**src/rtl/apb_cmd_master.sv**
```systemverilog
// ----------------------------------------------------------------------------
// apb_cmd_master
//
// Turns a byte-oriented command stream (for example a host UART RX FIFO) into
// single APB transfers and returns a status/data response on a second byte
// stream (for example a host UART TX FIFO).
//
// Command frame : opcode (0x57 write / 0x52 read), 4 address bytes (LE),
//                 then 4 write-data bytes (LE) for writes only.
// Response      : status byte (0x00 ok, 0x01 slave error, 0x02 timeout,
//                 0xEE bad opcode), then 4 read-data bytes (LE) for reads.
//
// Ports
//   clk_i, rstn_i                      clock, async active-low reset
//   s_axis_tdata/tvalid/tready         command byte stream in
//   m_axis_tdata/tvalid/tready         response byte stream out
//   m_apb_paddr/psel/penable/pwrite/pwdata   APB request (registered)
//   m_apb_prdata/pready/pslverr        APB completer response
// ----------------------------------------------------------------------------
module apb_cmd_master #(
    parameter int APB_ADDR_WIDTH = 32,
    parameter int APB_DATA_WIDTH = 32,
    parameter int TIMEOUT_CYCLES = 1024
) (
    input  logic                      clk_i,
    input  logic                      rstn_i,
    input  logic [7:0]                s_axis_tdata,
    input  logic                      s_axis_tvalid,
    output logic                      s_axis_tready,
    output logic [7:0]                m_axis_tdata,
    output logic                      m_axis_tvalid,
    input  logic                      m_axis_tready,
    output logic [APB_ADDR_WIDTH-1:0] m_apb_paddr,
    output logic                      m_apb_psel,
    output logic                      m_apb_penable,
    output logic                      m_apb_pwrite,
    output logic [APB_DATA_WIDTH-1:0] m_apb_pwdata,
    input  logic [APB_DATA_WIDTH-1:0] m_apb_prdata,
    input  logic                      m_apb_pready,
    input  logic                      m_apb_pslverr
);

    // Timeout counter only has to reach TIMEOUT_CYCLES-1.
    localparam int TCW = (TIMEOUT_CYCLES > 2) ? $clog2(TIMEOUT_CYCLES) : 1;
    localparam logic [TCW-1:0] TMO_LAST = TCW'(TIMEOUT_CYCLES - 1);

    localparam logic [7:0] OP_WRITE    = 8'h57;
    localparam logic [7:0] OP_READ     = 8'h52;
    localparam logic [7:0] ST_OK       = 8'h00;
    localparam logic [7:0] ST_SLVERR   = 8'h01;
    localparam logic [7:0] ST_TIMEOUT  = 8'h02;
    localparam logic [7:0] ST_BADOP    = 8'hEE;

    typedef enum logic [2:0] {
        IDLE   = 3'd0,
        ADDR   = 3'd1,
        DATA   = 3'd2,
        SETUP  = 3'd3,
        ACCESS = 3'd4,
        RESP   = 3'd5
    } state_t;

    state_t                    state_r;
    logic [2:0]                byte_cnt_r;
    logic [TCW-1:0]            tmo_cnt_r;
    logic [31:0]               addr_r;
    logic [APB_DATA_WIDTH-1:0] wdata_r;
    logic [APB_DATA_WIDTH-1:0] rdata_r;
    logic                      is_write_r;
    logic                      resp_long_r;
    logic                      tready_r;
    logic                      tvalid_r;
    logic [7:0]                tdata_r;
    logic                      psel_r;
    logic                      penable_r;
    logic                      pwrite_r;

    logic                      s_hs_s;
    logic                      m_hs_s;

    assign s_hs_s = s_axis_tvalid & tready_r;
    assign m_hs_s = tvalid_r & m_axis_tready;

    assign s_axis_tready = tready_r;
    assign m_axis_tvalid = tvalid_r;
    assign m_axis_tdata  = tdata_r;
    assign m_apb_psel    = psel_r;
    assign m_apb_penable = penable_r;
    assign m_apb_pwrite  = pwrite_r;
    assign m_apb_pwdata  = wdata_r;

    // The frame always carries 32 address bits; fit them to the bus width.
    generate
        if (APB_ADDR_WIDTH > 32) begin : g_addr_wide
            assign m_apb_paddr = {{(APB_ADDR_WIDTH-32){1'b0}}, addr_r};
        end else begin : g_addr_narrow
            assign m_apb_paddr = addr_r[APB_ADDR_WIDTH-1:0];
        end
    endgenerate

    // Command/APB/response sequencer with all outputs registered.
    always_ff @(posedge clk_i or negedge rstn_i) begin
        if (!rstn_i) begin
            state_r     <= IDLE;
            byte_cnt_r  <= 3'd0;
            tmo_cnt_r   <= '0;
            addr_r      <= 32'd0;
            wdata_r     <= '0;
            rdata_r     <= '0;
            is_write_r  <= 1'b0;
            resp_long_r <= 1'b0;
            tready_r    <= 1'b0;
            tvalid_r    <= 1'b0;
            tdata_r     <= 8'd0;
            psel_r      <= 1'b0;
            penable_r   <= 1'b0;
            pwrite_r    <= 1'b0;
        end else begin
            case (state_r)
                IDLE: begin
                    tready_r <= 1'b1;
                    if (s_hs_s) begin
                        byte_cnt_r <= 3'd0;
                        if ((s_axis_tdata == OP_WRITE) || (s_axis_tdata == OP_READ)) begin
                            is_write_r <= (s_axis_tdata == OP_WRITE);
                            state_r    <= ADDR;
                        end else begin
                            // Unknown opcode: answer immediately, no bus cycle.
                            tready_r    <= 1'b0;
                            tvalid_r    <= 1'b1;
                            tdata_r     <= ST_BADOP;
                            resp_long_r <= 1'b0;
                            state_r     <= RESP;
                        end
                    end
                end

                ADDR: begin
                    if (s_hs_s) begin
                        // Little-endian: each new byte enters at the top.
                        addr_r <= {s_axis_tdata, addr_r[31:8]};
                        if (byte_cnt_r == 3'd3) begin
                            byte_cnt_r <= 3'd0;
                            if (is_write_r) begin
                                state_r <= DATA;
                            end else begin
                                tready_r  <= 1'b0;
                                psel_r    <= 1'b1;
                                penable_r <= 1'b0;
                                pwrite_r  <= 1'b0;
                                state_r   <= SETUP;
                            end
                        end else begin
                            byte_cnt_r <= byte_cnt_r + 3'd1;
                        end
                    end
                end

                DATA: begin
                    if (s_hs_s) begin
                        wdata_r <= {s_axis_tdata, wdata_r[APB_DATA_WIDTH-1:8]};
                        if (byte_cnt_r == 3'd3) begin
                            byte_cnt_r <= 3'd0;
                            tready_r   <= 1'b0;
                            psel_r     <= 1'b1;
                            penable_r  <= 1'b0;
                            pwrite_r   <= 1'b1;
                            state_r    <= SETUP;
                        end else begin
                            byte_cnt_r <= byte_cnt_r + 3'd1;
                        end
                    end
                end

                SETUP: begin
                    penable_r <= 1'b1;
                    tmo_cnt_r <= '0;
                    state_r   <= ACCESS;
                end

                ACCESS: begin
                    if (m_apb_pready) begin
                        psel_r      <= 1'b0;
                        penable_r   <= 1'b0;
                        tdata_r     <= m_apb_pslverr ? ST_SLVERR : ST_OK;
                        tvalid_r    <= 1'b1;
                        resp_long_r <= ~is_write_r;
                        byte_cnt_r  <= 3'd0;
                        state_r     <= RESP;
                        if (!is_write_r) begin
                            rdata_r <= m_apb_prdata;
                        end
                    end else if (tmo_cnt_r == TMO_LAST) begin
                        // Completer never answered: abort with zeroed read data.
                        psel_r      <= 1'b0;
                        penable_r   <= 1'b0;
                        tdata_r     <= ST_TIMEOUT;
                        tvalid_r    <= 1'b1;
                        resp_long_r <= ~is_write_r;
                        rdata_r     <= '0;
                        byte_cnt_r  <= 3'd0;
                        state_r     <= RESP;
                    end else begin
                        tmo_cnt_r <= tmo_cnt_r + 1'b1;
                    end
                end

                RESP: begin
                    if (m_hs_s) begin
                        // byte_cnt_r counts response bytes already accepted.
                        if (!resp_long_r || (byte_cnt_r == 3'd4)) begin
                            tvalid_r   <= 1'b0;
                            tready_r   <= 1'b1;
                            byte_cnt_r <= 3'd0;
                            state_r    <= IDLE;
                        end else begin
                            tdata_r    <= rdata_r[{byte_cnt_r[1:0], 3'b000} +: 8];
                            byte_cnt_r <= byte_cnt_r + 3'd1;
                        end
                    end
                end

                default: begin
                    state_r    <= IDLE;
                    byte_cnt_r <= 3'd0;
                    tready_r   <= 1'b0;
                    tvalid_r   <= 1'b0;
                    psel_r     <= 1'b0;
                    penable_r  <= 1'b0;
                end
            endcase
        end
    end

endmodule

```
**config.mk**
```make
export PLATFORM = sky130hd
export DESIGN_NAME = apb_cmd_master
export DESIGN_NICKNAME = d
export VERILOG_FILES = /design/src/rtl/apb_cmd_master.sv
export SDC_FILE = /design/constraint.sdc
export NUM_CORES = 1
export LEC_CHECK = 0
export CORE_AREA = 2 2 115 117
export CTS_CLUSTER_DIAMETER = 40
export CTS_CLUSTER_SIZE = 12
export DETAILED_ROUTE_END_ITERATION = 10
export DIE_AREA = 0 0 117 119
export DONT_BUFFER_PORTS = 1
export PLACE_DENSITY = 0.73
export SLEW_MARGIN = 30
export SYNTH_ARGS = -nofsm -noshare
export SYNTH_HDL_FRONTEND = slang
export SYNTH_SLANG_ARGS = --single-unit
```
**constraint.sdc**
```tcl
create_clock -name clk_i -period 2.25 [get_ports clk_i]
set_input_delay 0.3375 -clock clk_i [delete_from_list [all_inputs] [get_ports clk_i]]
set_output_delay 0.3375 -clock clk_i [all_outputs]
set_load 0.01 [all_outputs]
```
# Word level (Yosys, flattened, before mapping)
# Cells that the tools add are included.
# W data, S select, Z words.
# word_totals
regBits	127
output_inout_bits	77
wordCells	144
# classes
addsub	2
n_eq_ne	25
n_shift	1
n_mux	66
n_bitwise	8
n_reduce_logical	28
# op_table
operator	n
$mux W32	3
$mux W3	17
$mux W8	6
$shiftx A32 B6 Y8	1
$mux W1	28
$ne A2 B2 Y1 const B	13
$pmux W8 S3	1
$mux W10	2
$pmux W10 S2	1
$pmux W3 S6	1
$reduce_and A6 Y1	3
$eq A8 B7 Y1 const B	2
$reduce_and A8 Y1	2
$pmux W3 S5	1
$reduce_and A7 Y1	2
$add A10 B1 Y10 const B	1
$eq A10 B10 Y1 const B	1
$pmux W1 S5	2
$eq A3 B2 Y1 const B	3
$eq A3 B3 Y1 const B	3
$reduce_and A3 Y1	3
$pmux W1 S4	2
$reduce_bool A2 Y1	4
$not A1 Y1	6
15 further kinds	22

# Longest topological paths before layout
# Gate-level depths: netlist (run 1).
# logic_depth
depth_word	5
ltp_mapped	9
ltp_nobuf	7

# Worst setup path after synthesis (run 1)
# Ideal clock, no wire load.
# synth_path
path_kind	flip-flop to flip-flop
startpoint	register byte_cnt_r[1]
endpoint	register tdata_r[0], in the netlist m_axis_tdata[0]
setup_time_ns	0.128
arrival_ns	2.113
required_ns	2.122
path_slack_ns	0.009
path_stages_with_launch	10
path_buffers	2
period_less_slack_ns	2.241
cell_sequence	dfrtp_1 -> clkbuf_1 -> inv_1 -> ha_1 -> a21bo_2 -> or2_1 -> a2111o_1 -> buf_4 -> nand2_1 -> o31ai_1
# synth_via
elab_chain_cells	4
# synth_lines
element	line	source
from (decl)	64	logic [2:0] byte_cnt_r;
from (signal assigned)	154	byte_cnt_r <= byte_cnt_r + 3'd1;
from (signal assigned)	170	byte_cnt_r <= byte_cnt_r + 3'd1;
from (signal assigned)	218	byte_cnt_r <= byte_cnt_r + 3'd1;
$shiftx A32 B6 Y8 / $eq A3 B3 Y1 (equally long branches)	217, 211	
$mux W8 / $logic_or A1 B1 Y1 (equally long branches)	211	if (!resp_long_r || (byte_cnt_r == 3'd4)) begin
$mux W8 / $ne A2 B2 Y1 (equally long branches)	n/a	
$pmux W8 S3 / $reduce_and A6 Y1 (equally long branches)	n/a	
to (signal assigned)	185	tdata_r <= m_apb_pslverr ? ST_SLVERR : ST_OK;
to (signal assigned)	217	tdata_r <= rdata_r[{byte_cnt_r[1:0], 3'b000} +: 8];
to (decl)	73	logic [7:0] tdata_r;
# Several ways; a longest one is shown, not always the timed one. The select of a mux whose other input is x is not followed.
# A chain may end at the register's enable or synchronous reset.

# Worst setup path after layout (run 1)
# layout_path
startpoint	register byte_cnt_r[0]
endpoint	register tdata_r[5], in the netlist m_axis_tdata[5]
# Same word-level chain as after synthesis.

==> results.txt, run 1 <==
Setup repair after global routing left no endpoint under its margin. At the pin with the least slew margin, the transition time is 501 ps. With fillers left out, the area of the finished cells amounts to 6400 sq um.

The switching power total is 2.63 mW, and the worst IR drop on VDD is 565 uV. The cell area that synthesis handed to floorplanning was 5590 sq um. Of all nets on the critical path, the largest fanout is 9. After synthesis, the mean cell area works out to 11.7 sq um.

Clock-pin slew was measured on the worst setup and hold paths at 50 ps. The number of clock sinks seen by CTS was 127; the via density per instance was 5.36. The height of the chip works out to 119 um. TritonCTS built the clock tree.

In the layout the commonest cells are sky130_fd_sc_hd__dfrtp_1, sky130_fd_sc_hd__nand2_1, sky130_fd_sc_hd__mux2_2, sky130_fd_sc_hd__o21ai_0, sky130_fd_sc_hd__clkbuf_16. The worst pin sits at a relative slew slack of 66.6%. The setup total negative slack was 0 ps; the part of the power in the clock network was 32.4%. The final layout contains 535 nets. The max-slew violation count came out at 0. The logs give 2380 ps for the arrival time reported for the critical path endpoint and 220 for the violation count after the first detailed-route iteration. The total CTS buffers came out at 17.

The worst setup path is captured at a flop. The run gives 0 as the final number of setup-violating endpoints. The worst setup path is launched from a flop.

Cells fill 49.7% of the core in the end. Dividing total power by cell area gives a power density of 1270 nW/um^2. Data on the critical path is required at its endpoint by 2550 ps.

The tools report the logic gate share of total power as 22.6%. The fraction of the yosys area taken by sequential cells was 56.9%. In this run switching power makes up 32.2% of total power. Across the routed clock network, the largest skew measured is 5.94 ps.

For this run, design rule violations remaining after detail routing come to 0. The total global-route track usage was 17.4%; the flip-flop and latch count after synthesis was 127. For this design the top-level I/O count stands at 123. The tools report the total number of placement rows as 42. The period utilization came out at 92.6%. The final route contains 3606 vias.

From synthesis to final layout, the design area changed by 14.6%. The startpoint-to-endpoint class of the critical path was flop to flop. Measured along the x axis, the die boundary spans 117 um.

Leaving out fill and tap cells, the most frequent cell in the layout is sky130_fd_sc_hd__dfrtp_1. For the clock network latency to the later pin of the worst-skew pair, the log shows 410 ps. The type of the worst min-delay path is primary input to async pin. The tools report the total congestion overflow as 0. The cell count after synthesis came out at 479. The detailed placement HPWL came out at 7.99 mm. The sequential group share of total power was 45.1%; the final routed wire length divided by cell count was 17.1 um. After synthesis, the share of flip-flops with an asynchronous set or reset is 100%.

CTS placed an instance of sky130_fd_sc_hd__clkbuf_16 at the clock tree root. For the number of global-route vias before repair, the log shows 3682. The flow ran to the end, but the final reports show violations. The number of enable flip-flop cells after synthesis was 0. The tools report the number of antenna violations at the first check in global routing as 0. The dominant register cell in the synthesized netlist was sky130_fd_sc_hd__dfrtp_1. Initial standard-cell utilization of the core: 43.4%.

Internal power component: 5.52 mW. After detailed routing, the total wire length is 11.5 mm. The tools report the number of nets with antenna violations after routing as 0. In this run the static leakage power is 2.88 nW.

Subtracting the final worst setup slack from the clock period gives 2080 ps. During synthesis, Yosys emitted a total of 0 warnings. The longest clock path from root to sink contains 2 buffers. Overall power consumption after layout is estimated at 8.15 mW. The post-route netlist has 24.5% of its cells at a drive strength greater than 1.

The number of antenna diodes in the final layout is 0. For the first-pass GRT wire length, the log shows 18.4 mm. The logs give 1129 for the number of filler instances in the final layout and 51 for the number of unique standard cell types used by synthesis. CTS built an H-tree with a depth of 4. Once the clock tree was built, the setup fixing pass inserted 0 buffers.

After detailed placement, the total cell area comes to 5810 sq um. The final count of hold timing violations is 127. For this run, the detailed router's first-pass iteration total came to 4. The number of nets handed over by synthesis was 530.

The floorplan step defined a die boundary enclosing 13900 sq um. Post-route worst hold slack: -380 ps. The count of input and output buffers was 0.

The number of maximum-capacitance violations came out at 0. The checks that failed: hold timing. The run gives 12900 sq um as the core box area. Largest net degree at the start of global routing: 128.

Based on the critical path, the design can be clocked at up to 480 MHz. The final RePlAce weighted congestion was 0.878.
## repair_timing
item,4_1_cts,5_1_grt
hold endpoints to repair,127,127
resized for setup,0,2
endpoints found under the setup margin,0,3
## cell usage after synthesis, drive strengths merged, types with 2 or more instances
cell	number	share of area, %
dfrtp	127	57
nand2	88	5.9
mux2	66	13
o21ai	45	4.0
nor2	16	1.1
a21oi	14	1.3
buf	14	1.4
clkbuf	14	0.94
mux4	8	3.2
nand3	8	0.72
nor3	8	0.72
inv	7	0.47
ha	5	1.1
nand2b	5	0.56
xor2	5	0.78
mux2i	4	0.72
nand4	4	0.45
nor2b	4	0.45
a21o	3	0.40
a31oi	3	0.60
and2	3	0.34
xnor2	3	0.47
a211oi	2	0.27
a221oi	2	0.31
or2	2	0.22
## power groups by stage
stage          clock, mW  sequential [mW]  combinational [mW]
2_1_floorplan          0             3.48                1.48
3_3_place_gp           0             3.68                1.75
3_5_place_dp           0             3.72                1.82
4_1_cts             2.70             3.69                1.84
5_1_grt             2.81             3.77                2.05
6_report            2.64             3.67                1.84
## metal layers
metal | vias up | track usage (%) | wire length, um
li1 | 1689 | - | -
met4 | 0 | 6.47 | 171
met2 | 128 | 27.5 | 5530
met5 | - | 0 | 0
met3 | 10 | 7.89 | 1100
met1 | 1779 | 20.6 | 4710
## worst max-delay path, stage by stage (launching register included)
cell,delay (ps)
sky130_fd_sc_hd__dfrtp_1,370
sky130_fd_sc_hd__inv_1,80
sky130_fd_sc_hd__ha_1,200
sky130_fd_sc_hd__a21bo_2,220
sky130_fd_sc_hd__or2_1,250
sky130_fd_sc_hd__a2111o_1,510
sky130_fd_sc_hd__buf_4,210
sky130_fd_sc_hd__nand2_1,70
sky130_fd_sc_hd__o21ai_1,60
## layout make-up
class	instances	area (sq um)	share of cell area, %
Clock buffer	24	472	7.37
Clock inverter	8	105	1.64
Inverter	7	26.3	0.410
Multi-Input combinational cell	317	2270	35.5
Sequential cell	127	3180	49.6
Tap cell	176	220	3.44
Timing Repair Buffer	14	130	2.03
## through the flow
stage | setup slack (ps) | instances
after floorplan | 9.34 | 479
after global placement | 214 | 641
after global routing | 20.5 | 673
after CTS | 105 | 673
after detailed placement | 146 | 641
final | 167 | 673
## path summary, 6_finish.rpt
check,cells after the start,startpoint,slack (ps),to
max,8,byte_cnt_r[0],170,m_axis_tdata[5]
min,0,rstn_i,-380,m_apb_pwdata[20]
max reg2reg,8,byte_cnt_r[0],170,m_axis_tdata[5]
min reg2reg,2,rdata_r[23],480,rdata_r[23]
max in group asynchronous,0,rstn_i,2430,m_apb_pwdata[2]
min in group clk_i,2,m_apb_prdata[3],60,rdata_r[3]
## flip-flops by register name, summed over array words and instances (netlist names), 3 cells and up
register / count
state_r: 3
m_axis_tdata: 8
m_apb_paddr: 32
byte_cnt_r: 3
m_apb_pwdata: 32
rdata_r: 32
tmo_cnt_r: 10
## logic make-up (layout without fill, tap and decap cells)
kind of cell,after synthesis,in the layout,synth area share (%)
fa+ha+maj,5,5,1.12
flops,127,127,56.9
simple gates,145,145,11.6
mux,78,78,17.2
compound gates,81,81,9.07
buf+inv,35,53,2.84
xor+xnor,8,8,1.25
Power figures use the tool's default switching activity.
==> inputs of run 2 (changes only) <==
--- a/config.mk
+++ b/config.mk
@@ -5,11 +5,12 @@
 export SDC_FILE = /design/constraint.sdc
 export NUM_CORES = 1
 export LEC_CHECK = 0
-export CORE_AREA = 2 2 115 117
+export ABC_AREA = 1
+export CORE_AREA = 2 2 91 158
 export CTS_CLUSTER_DIAMETER = 40
 export CTS_CLUSTER_SIZE = 12
 export DETAILED_ROUTE_END_ITERATION = 10
-export DIE_AREA = 0 0 117 119
+export DIE_AREA = 0 0 93 160
 export DONT_BUFFER_PORTS = 1
 export PLACE_DENSITY = 0.73
 export SLEW_MARGIN = 30
==> run 2 against run 1 <==
Effect of this change:
- the run still ends with hold timing left
- total power increased by 18%
- sequential share of layout area decreased by 2.3 points
- clock skew increased by 2.7 ps
- routed wire length increased by 16%
- clock power increased by 5%
- non-clock buffer count decreased by 5
- combinational power increased by 47%
- global-route usage increased by 1.5 points
- cell count increased by 29%
- register-to-register slack improved by 190 ps
- utilization decreased by 0.71 points
- design area increased by 4.8%
==> results.txt, run 2 <==
The run gives 4 as the first-pass detailed-route iteration total. Setup violations remaining at the end of the flow were counted as 0. The number of placed instances, taps included, is 838. In the final routed layout, each cell accounts on average for 15.4 um. The endpoint kind of the worst setup timing path is a flop. Yosys mapped the design onto 33 distinct sky130hd cell types.

For this design the top-level I/O count stands at 123. Setup repair after global routing left no endpoint under its margin. The logs give 53.2% for the fraction of the yosys area taken by sequential cells and 2180 ps for the arrival time reported for the critical path endpoint. The number of resized instances in the post-cts repair step is 0, and the post-synthesis instance area is 5970 sq um.

The number of global-route vias before repair is 4323, and the core box area is 13700 sq um. By instance count, the cell type seen most on the critical path is sky130_fd_sc_hd__nand2_1. The headroom to the max-slew limit is 72.0%, and the detailed placement HPWL is 9.54 mm. TritonCTS built the clock tree. The run gives 13.4 mm as the routed wire length. For this run, the top clock speed supported by timing is 529 MHz.

The yosys synthesis warning count is 0, and the via density per instance is 5.10. In this run the worst path has a maximum fanout of 9. In the post-route analysis, the smallest setup slack over all paths is 361 ps. In this run the tool buffered the top-level ports with 0 buffer cells. Counting every sink on the clock net gives 127. The critical path goes through ha_1 > nand2_1 > nor2_2 > nand3_2 > a21oi_4 > nand3_2 > nand2_1 > nand2_1. Startpoint-to-endpoint class of the critical path: flop to flop. The post-CTS setup buffer count is 0. Once detail routing completed, the nets flagged for antenna violations numbered 0. Global routing consumed, over all layers together, 18.9% of the routing resources. The initialized floorplan defines 57 standard-cell rows. The number of antenna violations at the first check in global routing was 0; the critical path data required time was 2540 ps. The run gives 870 as the non-filler instance count after layout. After synthesis, the share of flip-flops with an asynchronous set or reset is 100%. The post-route worst hold slack is -371 ps.

For the final database, setup skew stands at 8.68 ps. At the pin with the least slew margin, the transition time is 420 ps. By area the synthesized netlist is led by sky130_fd_sc_hd__dfrtp_1, sky130_fd_sc_hd__nand2_1, sky130_fd_sc_hd__o21ai_2. The checks that failed: hold timing. The run gives 1289 as the number of filler instances in the final layout.

Total power for the finished layout comes to 9.59 mW. The tools report the violation count after the first detailed-route iteration as 295. The number of antenna cells inserted is 0. In this run the horizontal extent of the chip is 93 um. In the layout the commonest cells are sky130_fd_sc_hd__nand2_1, sky130_fd_sc_hd__dfrtp_1, sky130_fd_sc_hd__inv_1, sky130_fd_sc_hd__nand3_1, sky130_fd_sc_hd__o21ai_0. The minimum clock period was 1890 ps. Clock-pin slew of the registers on the worst-case setup and hold paths: 60 ps. Of the available clock period, the critical path in the final layout requires 83.9%. For this run, the leading register cell type out of synthesis is sky130_fd_sc_hd__dfrtp_1. Entering global routing, the biggest net connects 128 pins. The mean instance size in the synthesized netlist is 8.74 sq um. Of the post-synthesis cell area, the dominant cell type holds 53.2%.

The first global-routing pass estimated 21.8 mm of wire. The cell type of the slowest stage on the worst timing path is sky130_fd_sc_hd__dfrtp_1. The tools report the leakage power total as 3.37 nW. For the worst-skew pair, the clock arrives at the later sink with an insertion delay of 410 ps. The tools report the max-slew violation count as 0. In the synthesized netlist, the cells that appear most often are sky130_fd_sc_hd__nand2_1, sky130_fd_sc_hd__dfrtp_1, sky130_fd_sc_hd__nand3_1. The logs give 683 for the synthesized instance count and 0.839 for the final RePlAce weighted congestion.

IR analysis of the VDD net gives a maximum drop of 579 uV. The minimum setup slack after placement was 389 ps; the power density over the cells was 1430 nW/um^2. TritonCTS created 17 clock buffers. The logs give 0 for the number of design rule violations left after detail routing and 127 for the final count of hold timing violations.

The flip-flop and latch count after synthesis came out at 127. The worst setup path is launched from a flop. The flow ran to the end, but the final reports show violations. The initial utilization of the core area, before any placement, comes to 43.6%. The height of the chip came out at 160 um. The cell type contributing the most total cell area after synthesis was sky130_fd_sc_hd__dfrtp_1. The number of H-tree branching levels was 4.

Summed over all failing endpoints, the final setup total negative slack is 0 ps. The number of maximum-capacitance violations came out at 0. The net count after synthesis is 734. In this run the deepest clock path goes through 2 buffers. CTS placed an instance of sky130_fd_sc_hd__clkbuf_16 at the clock tree root. Number of nets in the final layout: 731.

The synthesis-to-layout area growth was 12.4%. By instance count, the leading cell after synthesis is sky130_fd_sc_hd__nand2_1. The maximum cell stage delay along the critical path was 450 ps; the number of enable flip-flop cells after synthesis was 0. The type of the worst min-delay path was primary input to async pin.

Detailed routing inserted a total of 4436 vias. Leaving out fill and tap cells, the most frequent cell in the layout is sky130_fd_sc_hd__nand2_1. The floorplan step defined a die boundary enclosing 14900 sq um. After global routing the overflow that remains totals 0.

The fraction of layout instances using a drive strength above 1 was 15.2%.
-- run 2: worst paths after layout --
| path | startpoint | endpoint | depth (start not counted) | slack [ps] |
|---|---|---|---|---|
| hold / removal | rstn_i | rdata_r[5] | 0 | -370 |
| setup / recovery | tmo_cnt_r[0] | m_axis_tdata[6] | 8 | 360 |
| min in group clk_i | m_apb_prdata[0] | rdata_r[0] | 2 | 70 |
| max in group asynchronous | rstn_i | m_apb_pwdata[29] | 0 | 2430 |
| hold reg to reg | rdata_r[22] | rdata_r[22] | 2 | 480 |
| setup reg to reg | tmo_cnt_r[0] | m_axis_tdata[6] | 8 | 360 |
-- run 2: metrics by stage --
| stage | area, sq um | utilization, % |
|---|---|---|
| 2_1_floorplan | 5970 | - |
| 3_3_place_gp | 6110 | 44.6 |
| 3_5_place_dp | 6110 | 44.6 |
| 4_1_cts | 6710 | 49.0 |
| 5_1_grt | 6710 | 49.0 |
| 6_report | 6710 | 49.0 |
-- run 2: cell type report --
cell class / instances / area, sq um / area share (%)
clock buffer: 17 / 425 / 6.34
clock inverter: 15 / 176 / 2.63
inverter: 48 / 180 / 2.68
multi-input combinational: 477 / 2420 / 36.1
sequential: 127 / 3180 / 47.4
tap: 177 / 221 / 3.30
timing repair buffer: 9 / 105 / 1.57
-- run 2: report_power, final --
part | total, mW | internal, mW | switching [mW]
combinational | 2.71 | 1.00 | 1.71
clock | 2.77 | 1.67 | 1.10
sequential | 4.12 | 3.14 | 0.976
total | 9.59 | 5.81 | 3.78
-- run 2: logic make-up (layout without fill, tap and decap cells) --
| kind of cell | Yosys count | count (layout) | synth area share [%] |
|---|---|---|---|
| fa+ha+maj | 5 | 5 | 1.05 |
| compound gates | 104 | 104 | 11.0 |
| buf+inv | 79 | 89 | 6.27 |
| simple gates | 350 | 350 | 25.1 |
| mux | 16 | 16 | 3.02 |
| xor+xnor | 2 | 2 | 0.293 |
| flops | 127 | 127 | 53.2 |
-- run 2: worst max-delay path: cells and delay by family, from the launching register on --
kind,cells,cell delay (ps)
AOI/OAI and AO/OA,1,310
DFF,1,450
adders and majority gates,1,230
and+or+nand+nor,6,800
-- run 2: metal layers --
metal / track usage (%) / routed length [um] / part of all wire (%)
met1: 20.2 / 4970 / 37
met2: 34.0 / 7300 / 55
met3: 4.86 / 850 / 6.4
met4: 8.76 / 251 / 1.9
met5: 0 / 0 / 0
